### src/rtl/imem_boot_loader.sv
// Boot loader for the instruction memory. Packs a framed byte stream into instruction words,
// writes them from address 0 upward and keeps the core in reset until the whole image has
// been written and its checksum matches.
module imem_boot_loader #(
  parameter int unsigned ADDR_W    = 10,
  parameter int unsigned WORD_W    = 16,
  parameter int unsigned MAX_WORDS = 1024
) (
  input  logic              clk,
  input  logic              reset,
  input  logic [7:0]        in_data,
  input  logic              in_valid,
  output logic              in_ready,
  output logic              imem_wr_en,
  output logic [ADDR_W-1:0] imem_wr_addr,
  output logic [WORD_W-1:0] imem_wr_data,
  output logic              core_hold,
  output logic              load_done,
  output logic              load_err,
  output logic [ADDR_W:0]   words_loaded
);

  localparam logic [7:0]    SyncByte = 8'hA5;
  localparam logic [15:0]   MaxLen   = 16'(MAX_WORDS);
  localparam logic [ADDR_W:0] CntOne = (ADDR_W+1)'(1);

  typedef enum logic [2:0] {
    StIdle,
    StLenLo,
    StLenHi,
    StDataLo,
    StDataHi,
    StCheck,
    StDone,
    StError
  } state_e;

  state_e      state_q;
  logic [15:0] len_q;
  logic [7:0]  lo_q;
  logic [7:0]  sum_q;

  logic        accept;
  logic [15:0] len_full;
  logic [7:0]  sum_next;
  logic        last_word;

  // Decode of the current byte against the held frame context.
  always_comb begin
    accept    = in_valid & in_ready;
    len_full  = {in_data, len_q[7:0]};
    sum_next  = sum_q + in_data;
    // words_loaded still holds the count before this word's strobe.
    last_word = (16'(words_loaded) + 16'd1) == len_q;
  end

  // Frame FSM with all outputs registered; reset wins over any pending strobe.
  always_ff @(posedge clk) begin
    if (reset) begin
      state_q      <= StIdle;
      len_q        <= '0;
      lo_q         <= '0;
      sum_q        <= '0;
      in_ready     <= 1'b0;
      imem_wr_en   <= 1'b0;
      imem_wr_addr <= '0;
      imem_wr_data <= '0;
      core_hold    <= 1'b1;
      load_done    <= 1'b0;
      load_err     <= 1'b0;
      words_loaded <= '0;
    end else begin
      imem_wr_en <= 1'b0;
      in_ready   <= (state_q != StDone);
      if (accept) begin
        case (state_q)
          StIdle: begin
            if (in_data == SyncByte) begin
              state_q      <= StLenLo;
              words_loaded <= '0;
              sum_q        <= '0;
              imem_wr_addr <= '0;
            end
          end
          StLenLo: begin
            len_q[7:0] <= in_data;
            state_q    <= StLenHi;
          end
          StLenHi: begin
            len_q[15:8] <= in_data;
            if (len_full == 16'd0 || len_full > MaxLen) begin
              state_q  <= StError;
              load_err <= 1'b1;
            end else begin
              state_q <= StDataLo;
            end
          end
          StDataLo: begin
            lo_q    <= in_data;
            sum_q   <= sum_next;
            state_q <= StDataHi;
          end
          StDataHi: begin
            sum_q        <= sum_next;
            imem_wr_en   <= 1'b1;
            imem_wr_addr <= words_loaded[ADDR_W-1:0];
            imem_wr_data <= WORD_W'({in_data, lo_q});
            words_loaded <= words_loaded + CntOne;
            state_q      <= last_word ? StCheck : StDataLo;
          end
          StCheck: begin
            if (in_data == sum_q) begin
              state_q   <= StDone;
              load_done <= 1'b1;
              core_hold <= 1'b0;
              in_ready  <= 1'b0;
            end else begin
              state_q  <= StError;
              load_err <= 1'b1;
            end
          end
          StDone: begin
            // in_ready is low here, so nothing is ever accepted.
          end
          StError: begin
            // A new sync byte restarts directly at the length field.
            if (in_data == SyncByte) begin
              state_q      <= StLenLo;
              load_err     <= 1'b0;
              words_loaded <= '0;
              sum_q        <= '0;
              imem_wr_addr <= '0;
            end
          end
          default: state_q <= StIdle;
        endcase
      end
    end
  end

endmodule

### config.mk
export PLATFORM = sky130hd
export DESIGN_NAME = imem_boot_loader
export DESIGN_NICKNAME = d
export VERILOG_FILES = /design/src/rtl/imem_boot_loader.sv
export SDC_FILE = /design/constraint.sdc
export NUM_CORES = 1
export LEC_CHECK = 0
export BUFFER_PORTS_ARGS = -buffer_cell sky130_fd_sc_hd__buf_2
export CORE_MARGIN = 3
export CORE_UTILIZATION = 51
export DETAILED_ROUTE_END_ITERATION = 8
export GPL_ROUTABILITY_DRIVEN = 0
export PLACE_DENSITY = 0.75
export SLEW_MARGIN = 15
export SYNTH_ARGS = -nofsm -noshare
export SYNTH_HDL_FRONTEND = slang
export SYNTH_SLANG_ARGS = --single-unit
export TNS_END_PERCENT = 30
### constraint.sdc
create_clock -name clk -period 2.3 [get_ports clk]
set_clock_uncertainty 0.1 [all_clocks]
set_input_delay 0.69 -clock clk [delete_from_list [all_inputs] [get_ports clk]]
set_output_delay 0.69 -clock clk [all_outputs]
set_load 0.02 [all_outputs]
==> results of run 1 <==
==> worst paths after layout <==
kind / to / cells after the start
setup reg to reg: state_q[1] / 9
setup / recovery: state_q[1] / 9
hold / removal: imem_wr_data[6] / 2
hold reg to reg: imem_wr_data[6] / 2
==> routing by layer <==
metal / vias up / track usage / part of all wire
met4: 0 / 0.128 / 0.029
li1: 1667 / - / -
met3: 23 / 0.0464 / 0.057
met5: - / 0 / 0
met2: 116 / 0.400 / 0.50
met1: 1661 / 0.274 / 0.42
==> sequential cells by signal, summed over array words and instances (netlist names) <==
signal        count
core_hold         1
imem_wr_addr     10
imem_wr_data     16
imem_wr_en        1
in_ready          1
len_q            16
lo_q              8
load_done         1
load_err          1
state_q           3
sum_q             8
words_loaded     11
==> what timing repair did <==
action	4_1_cts	5_1_grt
resized for setup	0	4
endpoints found under the setup margin	0	2
hold endpoints to repair	0	0
==> worst max-delay path: cells and delay by family (launching register included) <==
kind | cells | cell delay [ns]
buf+inv | 2 | 0.34
simple gates | 3 | 0.80
flops | 1 | 0.32
compound gates | 3 | 0.36
fa+ha+maj | 1 | 0.21
==> metrics by stage <==
step                 util  hold WS (ns)
floorplan               -         0.331
global placement    0.623         0.331
detailed placement  0.623         0.343
CTS                 0.651         0.355
global route        0.653         0.382
finish              0.653         0.353
==> power by group through the flow <==
stage / Sequential, mW / Clock [mW] / Combinational (mW)
after CTS: 1.33 / 1.03 / 0.119
final: 1.33 / 1.02 / 0.120
after global routing: 1.33 / 1.07 / 0.129
after floorplan: 1.37 / 0 / 0.0543
after global placement: 1.36 / 0 / 0.116
after detailed placement: 1.36 / 0 / 0.118
==> cell usage after synthesis, types with 3 or more instances <==
cell	n
buf_2	11
a21oi_1	33
nand2_1	49
a31oi_1	5
xor2_1	4
a22o_1	18
clkbuf_1	14
nand3_1	11
o21ai_0	10
nor2_1	48
a21o_1	5
ha_1	8
and3_1	5
and2_1	4
xnor2_1	13
a211oi_1	4
a311oi_1	5
dfxtp_1	77
inv_1	4
nor2b_1	5
nor3_1	12
buf_4	3
mux2i_1	25
nand4_1	5
==> logic make-up after synthesis <==
group	Yosys count
buffers and inverters	34
XOR/XNOR	17
AND/OR/NAND/NOR	158
flip-flops	77
adder cells (fa/ha/maj)	9
AO/OA/AOI/OAI	101
multiplexers	25
==> area by class of cell <==
cell class / instances / area share
Timing Repair Buffer: 98 / 0.140
Clock inverter: 6 / 0.0144
Inverter: 4 / 0.00333
Tap cell: 96 / 0.0266
Sequential cell: 77 / 0.342
Multi-Input combinational cell: 310 / 0.446
Clock buffer: 9 / 0.0275
==> results_dict.tcl, run 1 <==
set metrics [dict create \
    multiInputGateArea_um2 2010 \
    cts_hold_buf 0 \
    synth_area_um2 3680 \
    report.power.total_mw 2.47 \
    setup_violations 0 \
    cp-start-kind "flip-flop" \
    row_count 30 \
    worstPathRequired_ns 2.45 \
    p_leak_nw 1.83 \
    die_y_um 90.9 \
    synth-compound-area-share 0.189 \
    core_um2 6910 \
    synth_top_family_by_area "simple AND/OR/NAND/NOR gates" \
    p_switching_mw 0.595 \
    numPortBuffers 52 \
    worstMarginPinSlew_ns 0.709 \
    critPathCaptureType "flip-flop" \
    ys_async_sr_fraction 0 \
    drc_errors 0 \
    switching_share 0.241 \
    ys_types 56 \
    stdcell_area_um2 4510 \
    dieArea_um2 8270 \
    die_w_um 90.9 \
    synth_edf_count 0 \
    layout_min_cycle_time_ns 2.25 \
    avgSynthCellArea_um2 8.74 \
    fin_nets 520 \
    min_from "lo_q[6]" \
    cts.clk_slew.worst_paths_ns 0.08 \
    crit_path_top_delay_cell "nor4_2" \
    yosysWarnings 0 \
    grt_pass1_wl_um 15700 \
    firstDrtPassIters 4 \
    wl_um 9660 \
    routedWlPerCell_um 16.1 \
    drv_cap 0 \
    clk_latency_ns 0.36 \
    htreeDepth 3 \
    synth_nets 441 \
    antenna_found_initial 0 \
    ys_seq_elements 77 \
    p_comb_frac 0.049 \
    antennaDiodeCount 0 \
    synth.area.mux_share 0.0680 \
    clockBufferDepth 2 \
    seqPwrFrac 0.540 \
    dp_slack_ns -0.242 \
    synth-seq-area-share 0.419 \
    rrSetupSlack_ns 0.05 \
    synth_top_area_frac 0.419 \
    ys_top_cells_by_area "dfxtp_1, mux2i_1, nand2_1" \
    postCtsSetupRepairBufs 0 \
    vdd_drop_max_mv 0.284 \
    clock-sinks 77 \
    fmax_mhz 444 \
    io_pins 53 \
    ant_nets 0 \
    critPathArrivalTime_ns 2.40 \
    critPathKind "reg -> reg" \
    drive_gt1_frac 0.256 \
    setup_ws_ns 0.0478 \
    worstHoldPathType "reg -> reg" \
    ys.flop_type "dfxtp_1" \
    grt_pass1_vias 3300 \
    drtIter0Drc 154 \
    slew_headroom 0.526 \
    post-route-period-util 0.979 \
    grt_max_degree 31 \
    hold_viol 0 \
    vias 3467 \
    power_frac_clock 0.412 \
    nFillCells 597 \
    worstPathCellList "ha_2, buf_4, nor2b_1, or3_1, a31oi_2, o2111ai_2, nor4_2, buf_4, o21ai_1" \
    synth_fa_ha_area_frac 0.0326 \
    power_density_nw_per_um2 548 \
    setup_tns_ns 0 \
    root_buffer "clkbuf_8" \
    synth_xor_area_frac 0.0405 \
    seqCellArea_um2 1540 \
    final_max_slew_viol_count 0 \
    outcome "finished, final reports clean" \
    start_util 0.533 \
    final_common_cell "dfxtp_1" \
    vias_per_cell 5.78 \
    cts_tree "yes" \
    slowest_delay_ns 0.35 \
    crit_top_cell "buf_4" \
    crit-reg2reg-launch "words_loaded[0]" \
    synth_cells 421 \
    cts_made_buffers 9 \
    critPathLaunch "words_loaded[0]" \
    mostFrequentLayoutCells "dfxtp_1, buf_2, nand2_1" \
    instances_no_fill 600 \
    dp_cells 585 \
    synth_simple_gate_area_frac 0.209 \
    intPower_mw 1.87 \
    gr-total-overflow 0 \
    yosysTopAreaCell "dfxtp_1" \
    post-dp-hpwl_um 6860 \
    areaGrowthSynthToFinish_pct 22.5 \
    grt_usage 0.234 \
    path_max_fanout 5 \
    placed_cell_area_um2 4300 \
]
(Power assumes the default switching activity.)
==> inputs of run 2 (changes only) <==
--- a/config.mk
+++ b/config.mk
@@ -11,6 +11,7 @@
 export DETAILED_ROUTE_END_ITERATION = 8
 export GPL_ROUTABILITY_DRIVEN = 0
 export PLACE_DENSITY = 0.75
+export REMOVE_ABC_BUFFERS = 1
 export SLEW_MARGIN = 15
 export SYNTH_ARGS = -nofsm -noshare
 export SYNTH_HDL_FRONTEND = slang
==> results_dict.tcl, run 2 (same netlist as run 1, synthesis figures left out) <==
set metrics [dict create \
    top_regs "imem_wr_data x16, len_q x16, words_loaded x11" \
    cts.clk_slew.worst_paths_ns 0.08 \
    drc_errors 0 \
    path_max_fanout 2 \
    path_delay_family "compound AO/OA/AOI/OAI gates" \
    p_leak_nw 1.83 \
    clock-sinks 77 \
    worstHoldPathType "reg -> reg" \
    grt_pass1_wl_um 15100 \
    antennaDiodeCount 0 \
    dieArea_um2 8270 \
    final_max_slew_viol_count 0 \
    slowest_delay_ns 0.32 \
    io_pins 53 \
    r2r_cells 8 \
    seqCellArea_um2 1540 \
    fin_nets 517 \
    vias 3396 \
    endpoint "sum_q[7]" \
    worstPathCellList "buf_2, ha_1, a21o_1, a211oi_2, o21ai_0, a21o_1, and2_1, a221o_1" \
    areaGrowthSynthToFinish_pct 22.0 \
    r2r-end "state_q[2]" \
    crit_top_cell "a21o_1" \
    crit-reg2reg-launch "words_loaded[0]" \
    post-dp-hpwl_um 6510 \
    path_buf_inv 1 \
    numPortBuffers 52 \
    row_count 30 \
    postCtsSetupRepairBufs 0 \
    cts_made_buffers 9 \
    drive_gt1_frac 0.245 \
    report.power.total_mw 2.60 \
    drv_cap 0 \
    critPathCaptureType "flip-flop" \
    clockBufferDepth 2 \
    htreeDepth 3 \
    post-route-period-util 0.963 \
    drtIter0Drc 203 \
    cts_tree "yes" \
    hold_viol 0 \
    rsz0062_at_grt "false" \
    outcome "finished, final reports clean" \
    fmax_mhz 451 \
    grt_max_degree 25 \
    nFillCells 592 \
    cp.depth 8 \
    cts_hold_buf 0 \
    worstPathRequired_ns 2.45 \
    firstDrtPassIters 4 \
    critPathLaunch "in_data[1]" \
    hold_slack_ns 0.351 \
    final_common_cell "dfxtp_1" \
    grt_usage 0.226 \
    multiInputGateArea_um2 2000 \
    dp_slack_ns -0.282 \
    crit_path_top_delay_cell "a221o_1" \
    wl_um 9250 \
    critPathKind "in -> reg" \
    layout_min_cycle_time_ns 2.22 \
    setup_violations 0 \
    ant_nets 0 \
    rrSetupSlack_ns 0.14 \
    power_density_nw_per_um2 580 \
    clk_latency_ns 0.36 \
    die_y_um 90.9 \
    worstMarginPinSlew_ns 0.729 \
    setup_tns_ns 0 \
    start_util 0.533 \
    vdd_drop_max_mv 0.345 \
    vias_per_cell 5.68 \
    critPathArrivalTime_ns 2.36 \
    mostFrequentLayoutCells "dfxtp_1, buf_2, nand2_1" \
    grt_pass1_vias 3229 \
    gr-total-overflow 0 \
    setup_ws_ns 0.0845 \
    cp-start-kind "input pin" \
    cts.repair.resized 0 \
    die_w_um 90.9 \
    slew_headroom 0.512 \
    routedWlPerCell_um 15.5 \
    root_buffer "clkbuf_8" \
    core_um2 6910 \
    antenna_found_initial 0 \
]
## run 2: worst min-delay path, stage by stage, from the launching register on
cell and delay (ns):
dfxtp_1 0.31, inv_1 0.05, a21oi_1 0.05
## run 2: where the power goes
part / switching (mW) / internal (mW)
clock network: 0.520 / 0.638
logic: 0.0709 / 0.0427
registers: 0.000650 / 1.33
## run 2: how the worst min path moves through the flow
stage	end	cells after the start	slack, ns	from
3_3_place_gp	core_hold	1	0.33	core_hold
5_1_grt	imem_wr_data[2]	2	0.37	lo_q[2]
6_report	load_done	2	0.35	load_done
2_1_floorplan	imem_wr_data[0]	2	0.33	lo_q[0]
3_5_place_dp	core_hold	1	0.34	core_hold
4_1_cts	core_hold	1	0.36	core_hold
## run 2: per-layer routing
layer / vias up / part of all wire / track usage
met4: 0 / 0.031 / 0.111
met1: 1606 / 0.44 / 0.284
met5: - / 0 / 0
li1: 1659 / - / -
met2: 104 / 0.48 / 0.365
met3: 27 / 0.049 / 0.0522
## run 2: layout make-up
cell class	count	area share
Sequential cell	77	0.343
Multi-Input combinational cell	310	0.447
Inverter	4	0.00335
Clock buffer	10	0.0307
Timing Repair Buffer	95	0.130
Clock inverter	6	0.0192
Tap cell	96	0.0268
## run 2: metrics by stage
step | std cells | area [um^2] | util
after floorplan | 391 | 3540 | -
after global placement | 582 | 4250 | 0.615
after detailed placement | 582 | 4250 | 0.615
after CTS | 598 | 4470 | 0.647
after global routing | 598 | 4490 | 0.650
final | 598 | 4490 | 0.650
==> inputs of run 3 (changes only) <==
--- a/config.mk
+++ b/config.mk
@@ -10,7 +10,8 @@
 export CORE_UTILIZATION = 51
 export DETAILED_ROUTE_END_ITERATION = 8
 export GPL_ROUTABILITY_DRIVEN = 0
-export PLACE_DENSITY = 0.75
+export PLACE_DENSITY = 0.87
+export RECOVER_POWER = 25
 export REMOVE_ABC_BUFFERS = 1
 export SLEW_MARGIN = 15
 export SYNTH_ARGS = -nofsm -noshare
==> results_dict.tcl, run 3 (same netlist as run 1, synthesis figures left out) <==
set metrics [dict create \
    start_util 0.533 \
    io_pins 53 \
    cts_tree "yes" \
    worstMarginPinSlew_ns 0.520 \
    critPathArrivalTime_ns 2.34 \
    rsz0062_at_grt "false" \
    drc_errors 0 \
    gr-total-overflow 0 \
    r2r_cells 8 \
    clk_latency_ns 0.36 \
    die_w_um 90.9 \
    clock-sinks 77 \
    slew_headroom 0.653 \
    row_count 30 \
    htreeDepth 3 \
    critPathCaptureType "flip-flop" \
    seqPwrFrac 0.537 \
    worstPathRequired_ns 2.45 \
    top_regs "imem_wr_data x16, len_q x16, words_loaded x11" \
    routedWlPerCell_um 15.3 \
    drive_gt1_frac 0.186 \
    postCtsSetupRepairBufs 0 \
    rrSetupSlack_ns 0.14 \
    vdd_drop_max_mv 0.584 \
    p_switching_mw 0.580 \
    power_frac_clock 0.418 \
    cts_made_buffers 9 \
    intPower_mw 1.90 \
    areaGrowthSynthToFinish_pct 20.2 \
    final_common_cell "dfxtp_1" \
    nFillCells 603 \
    p_leak_nw 1.68 \
    grt_max_degree 44 \
    cts_hold_buf 0 \
    worstHoldPathType "reg -> reg" \
    core_um2 6910 \
    report.power.total_mw 2.48 \
    multiInputGateArea_um2 2000 \
    wl_um 9120 \
    layout_min_cycle_time_ns 2.19 \
    placed_cell_area_um2 4250 \
    firstDrtPassIters 4 \
    clockBufferDepth 2 \
    switching_share 0.233 \
    antenna_found_initial 0 \
    numPortBuffers 52 \
    mostFrequentLayoutCells "dfxtp_1, nand2_1, nor2_1" \
    dieArea_um2 8270 \
    final_max_slew_viol_count 0 \
    grt_pass1_wl_um 15000 \
    seqCellArea_um2 1540 \
    cts.clk_slew.worst_paths_ns 0.08 \
    cts.repair.resized 0 \
    antennaDiodeCount 0 \
    ant_nets 0 \
    cp-start-kind "input pin" \
    grt_usage 0.221 \
    post-dp-hpwl_um 6480 \
    post-route-period-util 0.951 \
    power_density_nw_per_um2 562 \
    root_buffer "clkbuf_8" \
    fmax_mhz 457 \
    path_max_fanout 2 \
    fin_nets 515 \
    p_comb_frac 0.046 \
    die_y_um 90.9 \
    holdPathStages 2 \
    stdcell_area_um2 4420 \
    vias_per_cell 5.69 \
    grt_pass1_vias 3279 \
    drtIter0Drc 244 \
    outcome "finished, final reports clean" \
    setup_violations 0 \
    hold_viol 0 \
    drv_cap 0 \
    critPathKind "in -> reg" \
    vias 3389 \
]
-- run 3: cell types whose count changed in the layout (fill, tap and decap cells not counted), moves of 2 or more --
cell / previous run / this run
buf_2: 52 / 23
clkbuf_1: 0 / 29
buf_4: 43 / 40
nor2_2: 0 / 2
-- run 3: worst max-delay path, stage by stage --
cell,delay [ns]
buf_2,0.11
ha_1,0.31
a21o_1,0.19
a211oi_2,0.26
o21ai_0,0.16
a21o_1,0.19
and2_1,0.15
a221o_1,0.29
-- run 3: path summary, 6_finish.rpt --
path,from,endpoint
min,lo_q[5],imem_wr_data[5]
max reg2reg,words_loaded[0],state_q[2]
max,in_data[1],sum_q[7]
min reg2reg,lo_q[5],imem_wr_data[5]
-- run 3: through the flow --
stage	cells	hold WS [ns]	setup WS, ns	utilization	TNS, ns
floorplan	391	0.325	-0.266	-	-1.41
global placement	580	0.331	-0.232	0.615	-1.59
detailed placement	580	0.343	-0.297	0.615	-2.46
CTS	596	0.354	0.0683	0.643	0
global route	596	0.374	0.0239	0.640	0
finish	596	0.354	0.112	0.640	0
-- run 3: layout make-up --
type                       count  area share
clock buffer                  10      0.0311
clock inverter                 6      0.0139
timing repair buffer          93       0.123
sequential                    77       0.349
multi-input combinational    310       0.453
inverter                       4     0.00340
tap                           96      0.0272
-- run 3: power by group through the flow --
stage,Combinational [mW],Sequential (mW),Clock (mW)
floorplan,0.0349,1.37,0
global placement,0.108,1.36,0
detailed placement,0.111,1.36,0
CTS,0.112,1.33,1.06
global route,0.122,1.33,1.11
finish,0.113,1.33,1.04
-- run 3: metal layers --
| metal | vias up | GRT usage | share of wire |
|---|---|---|---|
| met2 | 103 | 0.362 | 0.49 |
| met4 | 0 | 0.102 | 0.015 |
| met5 | - | 0 | 0 |
| met3 | 12 | 0.0464 | 0.057 |
| li1 | 1654 | - | - |
| met1 | 1620 | 0.277 | 0.44 |
